### config.mk
export PLATFORM = sky130hd
export DESIGN_NAME = apb_multi_master
export DESIGN_NICKNAME = d
export VERILOG_FILES = /design/src/rtl/apb_multi_master.sv
export SDC_FILE = /design/constraint.sdc
export NUM_CORES = 1
export LEC_CHECK = 0
export BUFFER_PORTS_ARGS = -buffer_cell sky130_fd_sc_hd__buf_2
export CAP_MARGIN = 20
export CORE_AREA = 8 8 274 276
export CTS_BUF_LIST = sky130_fd_sc_hd__clkbuf_8 sky130_fd_sc_hd__clkbuf_16
export CTS_CLUSTER_DIAMETER = 100
export DETAILED_ROUTE_END_ITERATION = 10
export DIE_AREA = 0 0 282 284
export SYNTH_ARGS = -nofsm -noshare
export SYNTH_HDL_FRONTEND = slang
export SYNTH_SLANG_ARGS = --single-unit
### constraint.sdc
create_clock -name pclk -period 5.6 [get_ports pclk]
set_input_delay 1.12 -clock pclk [delete_from_list [all_inputs] [get_ports pclk]]
set_output_delay 1.12 -clock pclk [all_outputs]
set_load 0.02 [all_outputs]
### src/rtl/apb_multi_master.sv
// APB requester bridging a simple valid/ready command port onto up to 16
// address-decoded APB completers, with decode-error and timeout responses.
module apb_multi_master #(
    parameter int ADDR_W    = 32,
    parameter int DATA_W    = 32,
    parameter int NUM_SLV   = 16,
    parameter int SLV_SHIFT = 12,
    parameter int TIMEOUT   = 16
) (
    input  logic                      pclk,
    input  logic                      preset,
    input  logic                      cmd_valid,
    output logic                      cmd_ready,
    input  logic                      cmd_write,
    input  logic [ADDR_W-1:0]         cmd_addr,
    input  logic [DATA_W-1:0]         cmd_wdata,
    output logic                      rsp_valid,
    output logic [DATA_W-1:0]         rsp_rdata,
    output logic                      rsp_err,
    output logic                      rsp_timeout,
    output logic [ADDR_W-1:0]         paddr,
    output logic                      pwrite,
    output logic [DATA_W-1:0]         pwdata,
    output logic                      penable,
    output logic [NUM_SLV-1:0]        psel,
    input  logic [NUM_SLV*DATA_W-1:0] prdata,
    input  logic [NUM_SLV-1:0]        pready,
    input  logic [NUM_SLV-1:0]        pslverr
);

    localparam int IDX_W = (NUM_SLV > 1) ? $clog2(NUM_SLV) : 1;
    localparam int CNT_W = (TIMEOUT > 0) ? $clog2(TIMEOUT + 1) : 1;
    // Counter value seen during the last ACCESS cycle allowed before abort
    localparam logic [CNT_W-1:0] CNT_LAST = CNT_W'((TIMEOUT > 0) ? TIMEOUT - 1 : 0);

    typedef enum logic [1:0] {IDLE, SETUP, ACCESS} state_t;

    state_t             state;
    logic [IDX_W-1:0]   idx;
    logic [CNT_W-1:0]   cnt;

    logic [ADDR_W-1:0]  cmd_region;
    logic               cmd_legal;
    logic [IDX_W-1:0]   cmd_idx;

    logic               sel_ready;
    logic               sel_err;
    logic [DATA_W-1:0]  sel_rdata;

    // Region number of the incoming command; anything past the last completer is a decode error
    assign cmd_region = cmd_addr >> SLV_SHIFT;
    assign cmd_legal  = (cmd_region < ADDR_W'(NUM_SLV));
    assign cmd_idx    = cmd_region[IDX_W-1:0];

    // Commands are only taken in IDLE, and never while reset is held
    assign cmd_ready  = (state == IDLE) && !preset;

    // Pick out the addressed completer's handshake and data; all others are ignored
    always_comb begin
        sel_ready = 1'b0;
        sel_err   = 1'b0;
        sel_rdata = '0;
        for (int i = 0; i < NUM_SLV; i++) begin
            if (idx == IDX_W'(i)) begin
                sel_ready = pready[i];
                sel_err   = pslverr[i];
                sel_rdata = prdata[i*DATA_W +: DATA_W];
            end
        end
    end

    // Transfer sequencer: IDLE -> SETUP -> ACCESS, with registered APB and response outputs
    always_ff @(posedge pclk or posedge preset) begin
        if (preset) begin
            state       <= IDLE;
            idx         <= '0;
            cnt         <= '0;
            paddr       <= '0;
            pwrite      <= 1'b0;
            pwdata      <= '0;
            penable     <= 1'b0;
            psel        <= '0;
            rsp_valid   <= 1'b0;
            rsp_rdata   <= '0;
            rsp_err     <= 1'b0;
            rsp_timeout <= 1'b0;
        end else begin
            rsp_valid <= 1'b0;
            case (state)
                IDLE: begin
                    if (cmd_valid) begin
                        if (cmd_legal) begin
                            idx     <= cmd_idx;
                            paddr   <= cmd_addr;
                            pwrite  <= cmd_write;
                            pwdata  <= cmd_wdata;
                            psel    <= NUM_SLV'(1) << cmd_idx;
                            penable <= 1'b0;
                            cnt     <= '0;
                            state   <= SETUP;
                        end else begin
                            rsp_valid   <= 1'b1;
                            rsp_err     <= 1'b1;
                            rsp_timeout <= 1'b0;
                            rsp_rdata   <= '0;
                        end
                    end
                end
                SETUP: begin
                    penable <= 1'b1;
                    state   <= ACCESS;
                end
                ACCESS: begin
                    if (sel_ready) begin
                        psel        <= '0;
                        penable     <= 1'b0;
                        rsp_valid   <= 1'b1;
                        rsp_err     <= sel_err;
                        rsp_timeout <= 1'b0;
                        rsp_rdata   <= pwrite ? '0 : sel_rdata;
                        state       <= IDLE;
                    end else if ((TIMEOUT != 0) && (cnt == CNT_LAST)) begin
                        psel        <= '0;
                        penable     <= 1'b0;
                        rsp_valid   <= 1'b1;
                        rsp_err     <= 1'b1;
                        rsp_timeout <= 1'b1;
                        rsp_rdata   <= '0;
                        state       <= IDLE;
                    end else if (TIMEOUT != 0) begin
                        cnt <= cnt + 1'b1;
                    end
                end
                default: state <= IDLE;
            endcase
        end
    end

endmodule

== Yosys cells after proc, flatten, opt, wreduce, memory -nomap -nowiden ==
Cells that the tools add are included.
Word-level totals
  flip-flop bits (word level): 128
Operators by class
  add/sub/neg operators: 1
  magnitude comparators: 1
  equality and inequality tests: 24
  shift operators: 1
  mux-type cells: 88
  reduce and logical (&&, ||, !) cells: 12
Operators with widths (count)
  32-bit two-way mux: 21
  16-bit two-way mux: 4
  32-bit one-hot mux with 2 select lines: 1
  1-bit two-way mux: 47
  4-bit equality test (second input constant): 8
  16-bit one-hot mux with 2 select lines: 1
  20-bit by 5-bit less-than comparator with 1-bit output (second input constant): 1
  5-bit two-way mux: 4
  4-bit by 3-bit equality test with 1-bit output (second input constant): 4
  1-bit by 4-bit left shift with 16-bit output (first input constant): 1
  4-bit AND reduction: 3
  2-bit inequality test (second input constant): 5
  5-bit one-hot mux with 2 select lines: 1
  4-bit by 2-bit equality test with 1-bit output (second input constant): 2
  2-bit two-way mux: 4
  1-bit one-hot mux with 2 select lines: 3
  2-bit one-hot mux with 3 select lines: 1
  3-bit AND reduction: 2
  5-bit by 1-bit adder with 5-bit output (second input constant): 1
  5-bit by 4-bit equality test with 1-bit output (second input constant): 1
  5-bit AND reduction: 1
  4-bit by 1-bit equality test with 1-bit output (second input constant): 1
  4-bit logical NOT: 1
  3-bit inequality test (second input constant): 1
  other kinds (8): 8

== Longest topological paths before layout ==
  word-level depth: 20
  mapped depth: 11
  mapped depth without buffers: 8

== Worst setup path after synthesis ==
Ideal clock, no wire load.
  kind: in2reg
  from: input port cmd_addr[24]
  to: register paddr[0]
  setup time: 0.125 ns
  data arrival time: 2.601 ns
  required time: 5.475 ns
  slack: 2.875 ns
  stages on the path: 8
  path through: nor4_1 -> nand4_1 -> inv_1 -> nand2_1 -> or3_1 -> clkbuf_1 -> clkbuf_1 -> mux2_2
On the way
  word-level cells in the longest chain between the ends: 2
Ends and longest elaborated chain
  start: declaration: line 15  | input logic [ADDR_W-1:0] cmd_addr,
  20-bit by 5-bit less-than comparator with 1-bit output: line 52  | assign cmd_legal = (cmd_region < ADDR_W'(NUM_SLV));
  3-bit AND reduction (no line)
  end signal: assignment: line 94  | paddr <= cmd_addr;
  end: declaration: line 21  | output logic [ADDR_W-1:0] paddr,
No other way between the ends.
A chain may end at the register's enable or synchronous reset.

==> impl_metrics.yaml <==
logic_synthesis:
  yosysUniqueCellTypes: 65
  synth_area_sq_um: 10090
  synth_edf_count: 0
  ys_seq_area_frac: 0.3076
  synth_top_area_frac: 0.3076
  avgSynthCellArea_sq_um: 8.534
  ys_warn_count: 0
  synth_top_area_cell: "dfrtp_1"
  async_flop_share: 1.000
  synthTopCellsByArea: "dfrtp_1 (31%), mux2i_1 (10%), mux2_2 (6.8%)"
  synth_ff_type: "dfrtp_1"
  syn_inst: 1182
  synth_nets: 1796
  ys_ff_latch: 124
place:
  port_buffers: 729
  dp.final_hpwl_microns: 74070
  place.gp.congestion: 0.8742
cells_and_area:
  finish.utilization: 0.2185
  synthToLayoutAreaGrowth_pct: 53.29
  drive_above_1_share: 0.4799
  fin_nets: 2468
worst_setup_path:
  arrival_ns: 4.29
  cp_data_required_time_ns: 5.93
  crit_chain: "buf_4 -> nand2b_1 -> o32ai_1 -> a221oi_1 -> o22ai_1 -> o21ai_2 -> nand2_2 -> a22o_1"
  slowest_stage: "dfrtp_4"
  cpPeakStageDelay_ns: 0.78
  critical_path_class: "reg -> reg"
  start_kind: "register"
  r2r_cells: 8
  crit_cells: 8
  crit_fanout: 39
  path_buf_inv: 1
  critical_path.top_delay_family: "compound AO/OA/AOI/OAI gates"
  critPathCaptureType: "register"
die:
  die_w_microns: 282
  die_y_microns: 284
  core.rowCount: 98
  core_sq_um: 70750
  start_util: 0.1426
  num_io_pins: 730
  die_area_sq_um: 80090
sta:
  tightest_slew_ns: 1.074
  tns_ns: 0
  grt_setup_unrepaired: "false"
  period_share: 0.7067
  setup_viol: 0
  fin_skew_ns: 0.01622
  min_period_ns: 3.957
  fmax_mhz: 252.7
  slew_headroom: 0.2812
  maxSlewViolCount: 0
  hold_viol: 0
grt:
  met3_usage: 0.07431
  grt_use_total: 0.2139
  grt_pass1_wl_microns: 118300
  grtUsageMet2: 0.3735
  top_usage_layer: "met2"
  grt_remaining_overflow: 0
  antenna_found_initial: 65
  first_global_vias: 13840
  grt_max_degree: 90
  grt_util_met1: 0.2465
min_path:
  hp-class: "reg -> reg"
  min_path_cells: 1
clock_network:
  cts_resized: 0
  clkTransAtPathRegs_ns: 0.07
  postCtsSetupBuffers: 0
  htreeDepth: 4
  clk_path_buf_depth: 2
  cts_sinks: 124
  clk_latency_ns: 0.45
  cts-root-buf: "clkbuf_16"
  cts_hold_buf: 0
  numCtsBuffers: 17
  cts_tree: "yes"
drt:
  drcViolationCount: 0
  routedWlPerCell_microns: 31.85
  vias: 13400
  drtAntennaViolNets: 0
  vias_per_cell: 4.718
  drt_first_pass_iters: 5
  drt_wl_total_microns: 90460
  drtIter0Drc: 948
power_and_ir_drop:
  leakagePower_nw: 7.162
  power.total_w: 0.002461
  power_density_nw_per_um2: 159.2
  vdd_ir_drop_max_v: 0.0002093
outcome:
  status: "finished, final reports clean"
job:
  cap_viol_max_count: 0
## logic make-up after synthesis
logic type               after synthesis  synth area share
AO/OA/AOI/OAI                        489            0.3276
AND/OR/NAND/NOR                      273            0.1292
multiplexers                         168            0.1805
buffers and inverters                126           0.05259
flip-flops                           124            0.3076
adder cells (fa/ha/maj)                2          0.002480
## state kept, by name, indices dropped and copies added (netlist names)
register,flops
pwdata,32
rsp_timeout,1
paddr,32
rsp_valid,1
rsp_err,1
penable,1
pwrite,1
psel,16
state,2
cnt,5
rsp_rdata,32
## worst register-to-register path, delay by kind of cell (launching register included)
family          cells  cell delay (ns)
simple gates        2             1.02
compound gates      5             1.53
flops               1             0.78
buf+inv             1             0.52
## cell usage in the layout (no fill, tap or decap), types with 9 or more instances in the layout
master     netlist  final
buf_2           40    729
dfrtp_1        124    120
a21oi_1        109    109
o21ai_0        104    104
mux2i_1        102    102
nand2_1         84     83
nor2_1          76     69
mux2_2          61     61
o22ai_1         46     46
a22o_1          35     35
buf_4            2     30
nand3_1         25     25
a211oi_1        24     24
diode_2          0     23
o221ai_1        23     23
and2_1          21     21
a22oi_1         18     18
a221oi_1        17     17
clkbuf_16        0     17
nor2b_1         21     15
o2bb2ai_1       15     15
a21o_1          14     14
inv_1           16     13
a31oi_1         11     11
a32o_1          11     11
o21a_1          10     10
nor4_1           9      9
nand2b_1         9      9
## stage by stage
step / hold slack [ns] / cell area, sq um / setup slack, ns / instances
after global routing: 0.5013 / 15430 / 1.494 / 2828
after detailed placement: 0.4655 / 14810 / 1.613 / 2785
after floorplan: 0.4623 / 10090 / 1.181 / 1182
after global placement: 0.4627 / 14800 / 1.721 / 2784
final: 0.4790 / 15460 / 1.643 / 2840
after CTS: 0.4874 / 15400 / 1.616 / 2817
## per-layer routing
layer	routed length, microns	part of all wire
met2	44330	0.49
met1	35140	0.39
met3	8428	0.093
met4	2169	0.024
met5	385	0.0043
## final cells by class
class | count | area [sq um]
timing repair buffer | 761 | 3905
inverter | 18 | 75.07
sequential | 124 | 3118
tap | 950 | 1189
antenna | 23 | 57.56
fill | 7996 | 55290
multi-input combinational | 932 | 6525
clock inverter | 15 | 167.7
clock buffer | 17 | 425.4
## path summary, 6_finish.rpt
path	start	end	slack [ns]
max in group asynchronous	preset	paddr[8]	3.57
min reg2reg	paddr[24]	paddr[24]	0.48
min	paddr[24]	paddr[24]	0.48
max reg2reg	paddr[14]	rsp_rdata[0]	1.64
min in group asynchronous	preset	pwdata[21]	0.90
max	paddr[14]	rsp_rdata[0]	1.64
## cell usage after synthesis (9+ instances only)
cell type,n
and2_1,21
buf_1,9
o21a_1,10
mux2_2,61
a211oi_1,24
inv_1,16
o221ai_1,23
a22o_1,35
o2bb2ai_1,15
a221oi_1,17
a22oi_1,18
mux2i_1,102
nor2b_1,21
o21ai_0,104
nand3_1,25
a31oi_1,11
nand2b_1,9
clkbuf_1,57
nor2_1,76
buf_2,40
o22ai_1,46
dfrtp_1,124
nor4_1,9
nand2_1,84
a32o_1,11
a21oi_1,109
a21o_1,14
## power breakdown
| group | switching [W] | internal (W) |
|---|---|---|
| registers | 0.000000332 | 0.000896 |
| clock network | 0.000540 | 0.000636 |
| logic | 0.000190 | 0.000200 |
| total | 0.000730 | 0.00173 |
Power figures use the tool's default switching activity.
